File: src/rtl/muldiv_if.sv
// Request/response bundle for muldiv_unit: operation request, flush,
// direct hi/lo writes, and the busy/done/hi/lo result side.
interface muldiv_if #(
  parameter int size = 32
);
  logic            start;
  logic [1:0]      op;
  logic [size-1:0] a;
  logic [size-1:0] b;
  logic            flush;
  logic            wr_hi;
  logic            wr_lo;
  logic [size-1:0] wr_data;
  logic            busy;
  logic            done;
  logic [size-1:0] hi;
  logic [size-1:0] lo;

  modport master (
    output start, op, a, b, flush, wr_hi, wr_lo, wr_data,
    input  busy, done, hi, lo
  );

  modport slave (
    input  start, op, a, b, flush, wr_hi, wr_lo, wr_data,
    output busy, done, hi, lo
  );
endinterface

File: src/rtl/muldiv_unit.sv
// Iterative multiply/divide unit with hi/lo result registers (one bit per cycle).
// Define MULDIV_DIV_EN to compile in the restoring divider; otherwise div ops complete at once with hi/lo unchanged.
module muldiv_unit #(
  parameter int size = 32
) (
  input logic      clk,
  input logic      rst,
  muldiv_if.slave  bus
);
  localparam int CW = (size > 1) ? $clog2(size) : 1;

  typedef enum logic [2:0] {
    IDLE,
    MUL,
`ifdef MULDIV_DIV_EN
    DIV,
`endif
    FIX,
    DONE
  } state_t;

  state_t            state;
  logic [CW-1:0]     cnt;
  logic [2*size-1:0] prod;
  logic [size-1:0]   mcand;
  logic              neg_q;
  logic              busy_flag;
  logic              done_flag;
  logic [size-1:0]   hi_word;
  logic [size-1:0]   lo_word;
`ifdef MULDIV_DIV_EN
  logic              is_div;
  logic              neg_r;
  logic              b_zero;
  logic [size-1:0]   a_keep;
  logic [size:0]     shifted;
  logic [size:0]     trial;
`endif

  logic              sgn_a;
  logic              sgn_b;
  logic [size-1:0]   a_mag;
  logic [size-1:0]   b_mag;
  logic [size-1:0]   p_hi;
  logic [size-1:0]   p_lo;
  logic [size:0]     mul_sum;
  logic              start_acc;

  always_comb begin
    sgn_a     = ~bus.op[0] & bus.a[size-1];
    sgn_b     = ~bus.op[0] & bus.b[size-1];
    a_mag     = sgn_a ? -bus.a : bus.a;
    b_mag     = sgn_b ? -bus.b : bus.b;
    p_hi      = prod[2*size-1:size];
    p_lo      = prod[size-1:0];
    mul_sum   = {1'b0, p_hi} + (p_lo[0] ? {1'b0, mcand} : '0);
    start_acc = bus.start & ~bus.flush & ((state == IDLE) | (state == DONE));
`ifdef MULDIV_DIV_EN
    // Remainder stays below the divisor, so bit size of trial is a clean borrow.
    shifted   = {p_hi, p_lo[size-1]};
    trial     = shifted - {1'b0, mcand};
`endif
  end

  always_ff @(posedge clk) begin
    if (rst) begin
      state     <= IDLE;
      cnt       <= '0;
      prod      <= '0;
      mcand     <= '0;
      neg_q     <= 1'b0;
      busy_flag <= 1'b0;
      done_flag <= 1'b0;
      hi_word   <= '0;
      lo_word   <= '0;
`ifdef MULDIV_DIV_EN
      is_div    <= 1'b0;
      neg_r     <= 1'b0;
      b_zero    <= 1'b0;
      a_keep    <= '0;
`endif
    end else begin
      done_flag <= 1'b0;
      if (bus.flush) begin
        state     <= IDLE;
        busy_flag <= 1'b0;
      end else begin
        case (state)
          IDLE, DONE: begin
            if (start_acc) begin
              prod  <= {{size{1'b0}}, a_mag};
              mcand <= b_mag;
              neg_q <= sgn_a ^ sgn_b;
              cnt   <= CW'(size - 1);
              if (!bus.op[1]) begin
                state     <= MUL;
                busy_flag <= 1'b1;
`ifdef MULDIV_DIV_EN
                is_div    <= 1'b0;
`endif
              end else begin
`ifdef MULDIV_DIV_EN
                state     <= DIV;
                busy_flag <= 1'b1;
                is_div    <= 1'b1;
                neg_r     <= sgn_a;
                b_zero    <= (bus.b == '0);
                a_keep    <= bus.a;
`else
                state     <= DONE;
                done_flag <= 1'b1;
`endif
              end
            end else begin
              state <= IDLE;
            end
          end
          MUL: begin
            prod <= {mul_sum, p_lo[size-1:1]};
            if (cnt == '0) state <= FIX;
            else           cnt   <= cnt - 1'b1;
          end
`ifdef MULDIV_DIV_EN
          DIV: begin
            if (!trial[size]) prod <= {trial[size-1:0], p_lo[size-2:0], 1'b1};
            else              prod <= {shifted[size-1:0], p_lo[size-2:0], 1'b0};
            if (cnt == '0) state <= FIX;
            else           cnt   <= cnt - 1'b1;
          end
`endif
          FIX: begin
`ifdef MULDIV_DIV_EN
            if (is_div) begin
              if (b_zero) begin
                hi_word <= a_keep;
                lo_word <= '1;
              end else begin
                hi_word <= neg_r ? -p_hi : p_hi;
                lo_word <= neg_q ? -p_lo : p_lo;
              end
            end else
`endif
            {hi_word, lo_word} <= neg_q ? -prod : prod;
            state     <= DONE;
            busy_flag <= 1'b0;
            done_flag <= 1'b1;
          end
          default: begin
            state     <= IDLE;
            busy_flag <= 1'b0;
          end
        endcase
      end

      // busy_flag is low in FIX's own cycle only after its edge, so no clash with result load.
      if (!busy_flag && !start_acc) begin
        if (bus.wr_hi) hi_word <= bus.wr_data;
        if (bus.wr_lo) lo_word <= bus.wr_data;
      end
    end
  end

  assign bus.busy = busy_flag;
  assign bus.done = done_flag;
  assign bus.hi   = hi_word;
  assign bus.lo   = lo_word;
endmodule
File: src/flat_wrapper.sv
// flat-port wrapper written by rule: the top's interface ports become plain ports
module muldiv_unit_flat 
#(
  parameter int size = 32
)
  (clk, rst, bus_start, bus_op, bus_a, bus_b, bus_flush, bus_wr_hi, bus_wr_lo, bus_wr_data, bus_busy, bus_done, bus_hi, bus_lo);
  muldiv_if #(.size(size)) bus_i ();
  input logic clk;
  input logic rst;
  input wire logic [$bits(bus_i.start)-1:0] bus_start;
  input wire logic [$bits(bus_i.op)-1:0] bus_op;
  input wire logic [$bits(bus_i.a)-1:0] bus_a;
  input wire logic [$bits(bus_i.b)-1:0] bus_b;
  input wire logic [$bits(bus_i.flush)-1:0] bus_flush;
  input wire logic [$bits(bus_i.wr_hi)-1:0] bus_wr_hi;
  input wire logic [$bits(bus_i.wr_lo)-1:0] bus_wr_lo;
  input wire logic [$bits(bus_i.wr_data)-1:0] bus_wr_data;
  output wire logic [$bits(bus_i.busy)-1:0] bus_busy;
  output wire logic [$bits(bus_i.done)-1:0] bus_done;
  output wire logic [$bits(bus_i.hi)-1:0] bus_hi;
  output wire logic [$bits(bus_i.lo)-1:0] bus_lo;
  assign bus_i.start = bus_start;
  assign bus_i.op = bus_op;
  assign bus_i.a = bus_a;
  assign bus_i.b = bus_b;
  assign bus_i.flush = bus_flush;
  assign bus_i.wr_hi = bus_wr_hi;
  assign bus_i.wr_lo = bus_wr_lo;
  assign bus_i.wr_data = bus_wr_data;
  assign bus_busy = bus_i.busy;
  assign bus_done = bus_i.done;
  assign bus_hi = bus_i.hi;
  assign bus_lo = bus_i.lo;
  muldiv_unit #(.size(size)) u_core (.clk(clk), .rst(rst), .bus(bus_i));
endmodule
File: config.mk
export PLATFORM = sky130hd
export DESIGN_NAME = muldiv_unit_flat
export DESIGN_NICKNAME = d
export VERILOG_FILES = /design/src/rtl/muldiv_if.sv /design/src/rtl/muldiv_unit.sv /design/src/flat_wrapper.sv
export SDC_FILE = /design/constraint.sdc
export NUM_CORES = 1
export LEC_CHECK = 0
export BUFFER_PORTS_ARGS = -buffer_cell sky130_fd_sc_hd__buf_2
export CAP_MARGIN = 20
export CORE_MARGIN = 3
export CORE_UTILIZATION = 50
export CTS_BUF_LIST = sky130_fd_sc_hd__clkbuf_4 sky130_fd_sc_hd__clkbuf_8
export DETAILED_ROUTE_END_ITERATION = 10
export GPL_ROUTABILITY_DRIVEN = 0
export GPL_TIMING_DRIVEN = 0
export PLACE_DENSITY = 0.71
export SYNTH_ARGS = -nofsm -noshare
export SYNTH_HDL_FRONTEND = slang
export SYNTH_SLANG_ARGS = --single-unit
File: constraint.sdc
create_clock -name clk -period 6.3 [get_ports clk]
set_input_delay 1.89 -clock clk [delete_from_list [all_inputs] [get_ports clk]]
set_output_delay 1.89 -clock clk [all_outputs]
set_load 0.02 [all_outputs]
# Yosys cells after proc, flatten, opt, wreduce, memory -nomap -nowiden
# Index checks and enable logic that the tools add are counted.
[classes] n_reduce_logical=12 n_mux=27 n_eq_ne=7 bitwise=9 add_sub_neg=5
[op_table] op="2-to-1 mux 32 bit" n=11
[op_table] op="2-to-1 mux 64 bit" n=2
[op_table] op="case mux 64 bit (2 select lines)" n=1
[op_table] op="negator 32 bit" n=2
[op_table] op="negator 64 bit" n=1
[op_table] op="adder 32 x 33 -> 33 bit" n=1
[op_table] op="2-to-1 mux 5 bit" n=2
[op_table] op="case mux 5 bit (2 select lines)" n=1
[op_table] op="case mux 3 bit (3 select lines)" n=1
[op_table] op="AND reduction 3 bit" n=3
[op_table] op="equality test 3 x 2 -> 1 bit (second input constant)" n=2
[op_table] op="logical NOT 5 bit" n=1
[op_table] op="subtractor 5 x 1 -> 5 bit (second input constant)" n=1
[op_table] op="bitwise AND 1 bit" n=4
[op_table] op="2-to-1 mux 1 bit" n=4
[op_table] op="2-to-1 mux 2 bit" n=2
[op_table] op="inequality test 2 x 1 -> 1 bit (second input constant)" n=2
[op_table] op="inequality test 2 bit (second input constant)" n=2
[op_table] op="case mux 1 bit (2 select lines)" n=2
[op_table] op="AND reduction 4 bit" n=1
[op_table] op="OR reduction 2 bit" n=2
[op_table] op="equality test 3 x 1 -> 1 bit (second input constant)" n=1
[op_table] op="logical NOT 3 bit" n=1
[op_table] op="2-to-1 mux 3 bit" n=1
[op_table] op="other kinds (6)" n=9
[word_totals] input_bits=104 word_cells=69 out_inout_bits=66 register_bits=171

# Longest topological paths before layout
# Gate-level depths: netlist (run 1).
[depth] depth_word=6 depth_mapped=13 depth_no_buf=11

# Worst setup path before layout (run 1)
# OpenSTA, ideal clock, no wires.
[synth_path] kind="input to register" start="input bus_a[5]" end="register u_core.prod[25]" setup_slack_ns=2.251 arrival_ns=3.921 setup_time_ns=0.128 path_buffers=0 stages=7 required_ns=6.172 path_cell_list="nor4_1 > nand4_1 > nor3_1 > a21oi_1 > xor2_1 > a221oi_1 > nor2_1"
[synth_between] elab_chain_len=4
[synth_rtl] item="from (decl)" line_no="flat_wrapper.sv:12" source="input wire logic [$bits(bus_i.a)-1:0] bus_a;"
[synth_rtl] item="negator 32 bit" line_no="muldiv_unit.sv:52" source="a_mag = sgn_a ? -bus.a : bus.a;"
[synth_rtl] item="2-to-1 mux 32 bit" line_no="muldiv_unit.sv:52"
[synth_rtl] item="2-to-1 mux 64 bit" line_no="muldiv_unit.sv:90" source="if (start_acc) begin"
[synth_rtl] item="case mux 64 bit (2 select lines)" line_no="muldiv_unit.sv:88" source="case (state)"
[synth_rtl] item="to (signal assigned)" line_no="muldiv_unit.sv:91" source="prod <= {{size{1'b0}}, a_mag};"
[synth_rtl] item="to (signal assigned)" line_no="muldiv_unit.sv:119" source="prod <= {mul_sum, p_lo[size-1:1]};"
[synth_rtl] item="to (decl)" line_no="muldiv_unit.sv:24" source="logic [2*size-1:0] prod;"
# Every way passes these cells. The select of a mux whose other input is x is not followed.
# A chain may end at the register's enable or synchronous reset.

# Worst setup path after layout (run 1)
[layout_path] start="input bus_a[3]" end="register u_core.prod[25]"
# The elaborated chain is that of the path after synthesis.

==> flow_summary.ini, run 1 <==
[power]
p_leak_uw = 0.00540
peakVddDrop_v = 0.000131
p_seq_share_pct = 45.0
switching_power_uw = 882
power.internal_uw = 1790
powerDensity_mw_per_mm2 = 200
clkPwrFrac_pct = 31.7
p_comb_share_pct = 23.3
switching_share_pct = 33.0

[critical_path]
critical-path-top-delay-family = simple AND/OR/NAND/NOR gates
regToRegStartpoint = u_core.prod[0]$_SDFFE_PP0P_
cp.depth = 8
worstSetupPathType = in2reg
cp_slowest_cell = nor4_1
r2r-end = u_core.prod[63]$_SDFFE_PP0P_
cp.required_ps = 6650
worstRegToRegCells = 13
arrival_ps = 4630
crit_fanout = 8
critPathLaunchType = input pin
reg2reg_setup_slack_ps = 2290
endpoint = u_core.prod[25]$_SDFFE_PP0P_
max_stage_delay_ps = 860
crit_buf_inv = 1
critPathLaunch = bus_a[3]
cp-end-kind = flip-flop
crit_chain = buf_2 -> nor4_1 -> nand4_1 -> nor3_1 -> a21oi_1 -> xor2_1 -> a221oi_1 -> nor2_1

[finish]
syn2layout_area_growth_pct = 14.2
drive_above_1_share_pct = 12.6
stdcell_area_mm2 = 0.0133
seq_area_mm2 = 0.00340
antennaDiodeCount = 0
multi_input_area_mm2 = 0.00771
nNetsFinal = 1896
final.fill_count = 2175

[synth]
synth_warnings = 0
synth-main-ff-cell = dfxtp_1
yosysUniqueCellTypes = 77
ys_seq_elements = 170
syn_area_mm2 = 0.0117
ys_seq_area_share_pct = 29.1
syn_avg_cell_area_um2 = 7.47
netlist_instances = 1565
syn_nets = 1709
async_reset_ff_share_pct = 0
synth_edf_count = 0

[sta]
fin_crit_ps = 4280
worst_pin_slew_ps = 1020
setup-tns-final_ps = 0
hold_viol = 0
relSlewSlack_pct = 31.1
fin_crit_sh_pct = 67.9
fmax_mhz = 234
fin_skew_ps = 18.1
rsz0062_at_grt = false
setup_viol = 0
slew_viol_final = 0

[clocking]
htreeDepth = 4
clock_path_buffers = 2
cts_tree = built
cts_repair_resize_count = 0
cts_setup_buffers = 0
cts_sinks = 170
clock_latency_ps = 480
cts_buffers = 17
cts_hold_buf = 0
clk_pin_slew_ps = 90
root_buffer = clkbuf_8

[min_path]
min_path_type = reg2reg

[detailed_routing]
vias_per_cell = 6.07
dr_total_vias = 12600
wl_um = 40000
drc = 0
drtIter0Drc = 1350
ant_nets = 0
dr.pass1.iters = 6
wire_per_inst_um = 19.2

[place]
port_buffers = 168
dp_hpwl_um = 31500
dpl_cell_area_mm2 = 0.0129

[die]
coreArea_mm2 = 0.0228
pin_count = 170
initial_utilization_pct = 51.3
dieWidth_um = 159
die_area_mm2 = 0.0252
rows = 55
die_h_um = 159

[global_routing]
grt_antenna_before_repair = 1
grt_pass1_wl_um = 61700
grt_overflow = 0
grt_pass1_vias = 11300
grt_max_degree = 17
grtUsageTotal_pct = 30.2

[job]
maxCapViolations = 0

[outcome]
outcome = complete, no violations
## worst min path at each step
stage                                        startpoint                             to  slack (ps)  depth (start not counted)
after floorplan            u_core.mcand[0]$_SDFFE_PP0P_   u_core.mcand[0]$_SDFFE_PP0P_         430                          2
after global placement     u_core.mcand[0]$_SDFFE_PP0P_   u_core.mcand[0]$_SDFFE_PP0P_         440                          2
after detailed placement   u_core.mcand[0]$_SDFFE_PP0P_   u_core.mcand[0]$_SDFFE_PP0P_         440                          2
after CTS                  u_core.mcand[0]$_SDFFE_PP0P_   u_core.mcand[0]$_SDFFE_PP0P_         450                          2
after global routing      u_core.mcand[24]$_SDFFE_PP0P_  u_core.mcand[24]$_SDFFE_PP0P_         490                          1
final                      u_core.mcand[0]$_SDFFE_PP0P_   u_core.mcand[0]$_SDFFE_PP0P_         460                          2
## cell usage in the layout (no fill, tap or decap), drive strengths merged, types with 28 or more instances in the layout
master,count
inv,30
nor3,28
nand3,37
ha,39
nor2,177
clkbuf,107
and2,37
a31oi,31
dfxtp,170
a211oi,45
buf,185
o21ai,100
a21oi,139
xnor2,36
xor2,98
nand2,179
## Yosys cell counts, drive strengths merged (5+ instances only)
library cell / count / area, µm²
clkbuf: 86 / 328
a32oi: 7 / 61.3
nor4: 26 / 178
o21ai: 100 / 500
nor3: 28 / 140
nor2: 177 / 664
a31oi: 31 / 194
a22o: 12 / 105
and3: 16 / 100
or4: 15 / 121
nand3b: 6 / 45.0
o211ai: 9 / 67.6
nand3: 37 / 185
a311oi: 9 / 78.8
nor2b: 9 / 56.3
a21o: 18 / 135
a21oi: 139 / 696
a211o: 13 / 114
or3: 23 / 146
o41ai: 19 / 166
xor2: 98 / 858
o31ai: 18 / 135
or2: 5 / 31.3
xnor2: 36 / 315
ha: 39 / 488
a22oi: 10 / 75.1
o41a: 5 / 56.3
mux2i: 8 / 80.1
a211oi: 45 / 343
o21bai: 5 / 37.5
inv: 30 / 113
dfxtp: 170 / 3400
nand2: 179 / 672
nand4: 14 / 87.6
nand2b: 16 / 100
and2: 37 / 231
buf: 17 / 105
o22ai: 5 / 31.3
## sequential cells by signal, summed over array words and instances (netlist names)
signal / flops
u_core.prod: 64
u_core.bus.done: 1
u_core.mcand: 32
u_core.neg_q: 1
u_core.bus.lo: 32
u_core.bus.busy: 1
u_core.state: 2
u_core.bus.hi: 32
u_core.cnt: 5
## logic make-up after synthesis
logic type      after synthesis  synth area share, %
mux                           9                0.782
simple gates                604                 24.9
xor+xnor                    134                 10.0
compound gates              472                 26.0
fa+ha+maj                    40                 4.35
flops                       170                 29.1
buf+inv                     136                 4.86
## layout make-up
class / instances / share of cell area, %
Clock buffer: 21 / 2.12
Timing Repair Buffer: 168 / 6.30
Multi-Input combinational cell: 1259 / 57.8
Clock inverter: 10 / 1.07
Tap cell: 313 / 2.94
Inverter: 31 / 0.872
Sequential cell: 170 / 25.5
Buffer: 105 / 3.39
## tightest hold or removal path, cell delays in order, from the launching register on
cell and delay (ps):
dfxtp_1 320, nand2_1 50, a21oi_1 50
## metal layers
metal	vias up	wire [µm]	global-route usage [%]
met2	713	16500	44.2
met4	0	1210	9.91
met1	5765	17700	43.3
li1	6042	-	-
met3	84	4530	7.88
met5	-	0	0
## through the flow
step / util, % / hold slack, ps / instances / total power [µW] / setup WS (ps)
finish: 58.6 / 458 / 2077 / 2670 / 2020
global route: 58.6 / 489 / 2077 / 2770 / 1730
CTS: 58.6 / 455 / 2077 / 2660 / 2030
detailed placement: 56.7 / 442 / 2046 / 1830 / 1550
global placement: 56.7 / 438 / 2046 / 1820 / 1550
floorplan: - / 432 / 1565 / 1610 / 2250
## power by group through the flow
stage	Clock (µW)	Combinational (µW)	Sequential, µW
after floorplan	0	367	1240
after global placement	0	600	1220
after detailed placement	0	608	1220
after CTS	848	610	1200
after global routing	886	679	1210
final	845	622	1200
(Power assumes the default switching activity.)
==> inputs of run 2 (changes only) <==
ABC_AREA = 1   (was unset)
PLACE_DENSITY = 0.7   (was 0.71)
clock period = 4.4 ns   (was 6.3 ns; I/O delays follow)
==> flow_summary.ini, run 2 <==
[sta]
fmax_mhz = 298
fin_skew_ps = 22.6
setup-tns-final_ps = 0
relSlewSlack_pct = 36.5
fin_crit_ps = 3360
setup_viol = 0
fin_crit_sh_pct = 76.3
holdWs_ps = 478
slew_viol_final = 0
worst_pin_slew_ps = 953
hold_viol = 0
rsz0062_at_grt = false

[synth]
synth_warnings = 0
syn_nets = 2529
synth_top_area_share_pct = 24.7
synth.most_common_cell = nand2_1
yosys.area.top_type = dfxtp_1
ys_seq_area_share_pct = 24.7
syn_area_mm2 = 0.0138
synth_edf_count = 0
ys_top_cells_by_count = nand2_1 (750), inv_1 (313), nor2_1 (234), a21oi_1 (184), nand3_1 (181)
synth-main-ff-cell = dfxtp_1
syn_avg_cell_area_um2 = 5.78
synth_area_leaders = dfxtp_1 (25%), nand2_1 (20%), inv_1 (8.5%), a21oi_1 (6.7%), nand3_1 (6.6%)
yosysUniqueCellTypes = 54
ys_seq_elements = 170
async_reset_ff_share_pct = 0
netlist_instances = 2385

[die]
dieWidth_um = 172
die_h_um = 172
coreArea_mm2 = 0.0270
die_area_mm2 = 0.0296
initial_utilization_pct = 51.0
pin_count = 170
rows = 60

[finish]
post-route-util_pct = 57.3
antennaDiodeCount = 0
mostFrequentLayoutCells = nand2_1 (750), inv_1 (313), nor2_1 (234)
nNetsFinal = 2716
drive_above_1_share_pct = 11.5
layout_commonest_cell = nand2_1
syn2layout_area_growth_pct = 12.3
stdcell_area_mm2 = 0.0155
max_flop_register = u_core.prod
largest_reg_flops = 64

[min_path]
min_path_type = reg2reg
hold_start = u_core.cnt[0]$_SDFFE_PP0P_

[detailed_routing]
ant_nets = 0
wl_um = 52000
vias_per_cell = 5.66
drtIter0Drc = 1804
wire_per_inst_um = 17.8
drc = 0
dr_total_vias = 16600
dr.pass1.iters = 6

[place]
dp_hpwl_um = 41900
port_buffers = 168
dpl_cell_area_mm2 = 0.0151

[global_routing]
grt_max_degree = 18
grt_antenna_before_repair = 0
grt_pass1_wl_um = 78300
grt_pass1_vias = 14800
grtUsageTotal_pct = 34.0
grt_overflow = 0

[power]
p_comb_share_pct = 29.0
switching_share_pct = 38.8
p_seq_share_pct = 41.3
peakVddDrop_v = 0.000223
power.internal_uw = 2600
p_leak_uw = 0.00827
clkPwrFrac_pct = 29.7
powerDensity_mw_per_mm2 = 274
power_uw = 4240
switching_power_uw = 1650

[clocking]
clock_latency_ps = 500
clk_pin_slew_ps = 110
htreeDepth = 4
cts_tree = built
root_buffer = clkbuf_8
clock_path_buffers = 2
cts_hold_buf = 0
cts_buffers = 17
cts_sinks = 170
cts_repair_resize_count = 0
cts_setup_buffers = 0

[critical_path]
regToRegStartpoint = u_core.prod[0]$_SDFFE_PP0P_
cp_slowest_cell = clkbuf_1
worstSetupPathType = reg2reg
critPathLaunchType = flip-flop
cp.required_ps = 4730
crit_fanout = 10
cp-end-kind = flip-flop
critPathLaunch = u_core.prod[0]$_SDFFE_PP0P_
crit_top_cell = nand2_1
arrival_ps = 3690
crit_chain = buf_2 -> clkbuf_1 -> nand2_1 -> inv_1 -> ha_1 -> inv_1 -> fa_1 -> inv_1 -> nand3_1 -> nand3_1 -> nand2_1 -> nand2_1 -> nand2_1 -> nand3_1 -> nand2_1 -> nand3_1 -> a21oi_1
max_stage_delay_ps = 420

[job]
maxCapViolations = 0

[outcome]
outcome = complete, no violations
run 2: power groups by stage:
stage	Combinational (µW)	Clock (µW)	Sequential, µW
after floorplan	764	0	1810
after global placement	1180	0	1780
after detailed placement	1200	0	1780
after CTS	1200	1260	1750
after global routing	1350	1320	1760
final	1230	1260	1750
run 2: stage by stage:
| step | std cells | setup WS (ps) |
|---|---|---|
| floorplan | 2385 | 1850 |
| global route | 2926 | 856 |
| CTS | 2926 | 1130 |
| finish | 2926 | 1040 |
| global placement | 2894 | 1210 |
| detailed placement | 2894 | 1170 |
run 2: kinds of logic after synthesis:
group / after synthesis / synth area share (%)
buffers and inverters: 411 / 11.7
AO/OA/AOI/OAI: 413 / 16.4
AND/OR/NAND/NOR: 1301 / 40.4
flip-flops: 170 / 24.7
XOR/XNOR: 50 / 3.17
adder cells (fa/ha/maj): 40 / 3.68
run 2: final timing paths:
kind | end | slack (ps) | depth (start not counted)
worst max-delay path | u_core.prod[55]$_SDFFE_PP0P_ | 1040 | 17
worst min-delay path | u_core.cnt[0]$_SDFFE_PP0P_ | 480 | 1
worst max register to register | u_core.prod[55]$_SDFFE_PP0P_ | 1040 | 17
worst min register to register | u_core.cnt[0]$_SDFFE_PP0P_ | 480 | 1
run 2: layout make-up:
class / count / area, µm²
Inverter: 323 / 1210
Buffer: 88 / 399
Clock inverter: 14 / 180
Multi-Input combinational cell: 1804 / 8780
Clock buffer: 18 / 248
Tap cell: 341 / 427
Sequential cell: 170 / 3400
Fill cell: 2830 / 11500
Timing Repair Buffer: 168 / 841
run 2: critical path, delay by kind of cell, from the launching register on:
kind,cells,cell delay (ps)
simple gates,9,1140
fa+ha+maj,2,660
buf+inv,5,1010
compound gates,1,60
flops,1,320
run 2: per-layer routing:
layer / up-vias / share of wire [%] / track usage [%]
met1: 7553 / 40 / 41.6
met4: 0 / 6.4 / 20.1
met5: - / 0 / 0
li1: 8026 / - / -
met3: 200 / 8.1 / 5.88
met2: 791 / 46 / 56.0
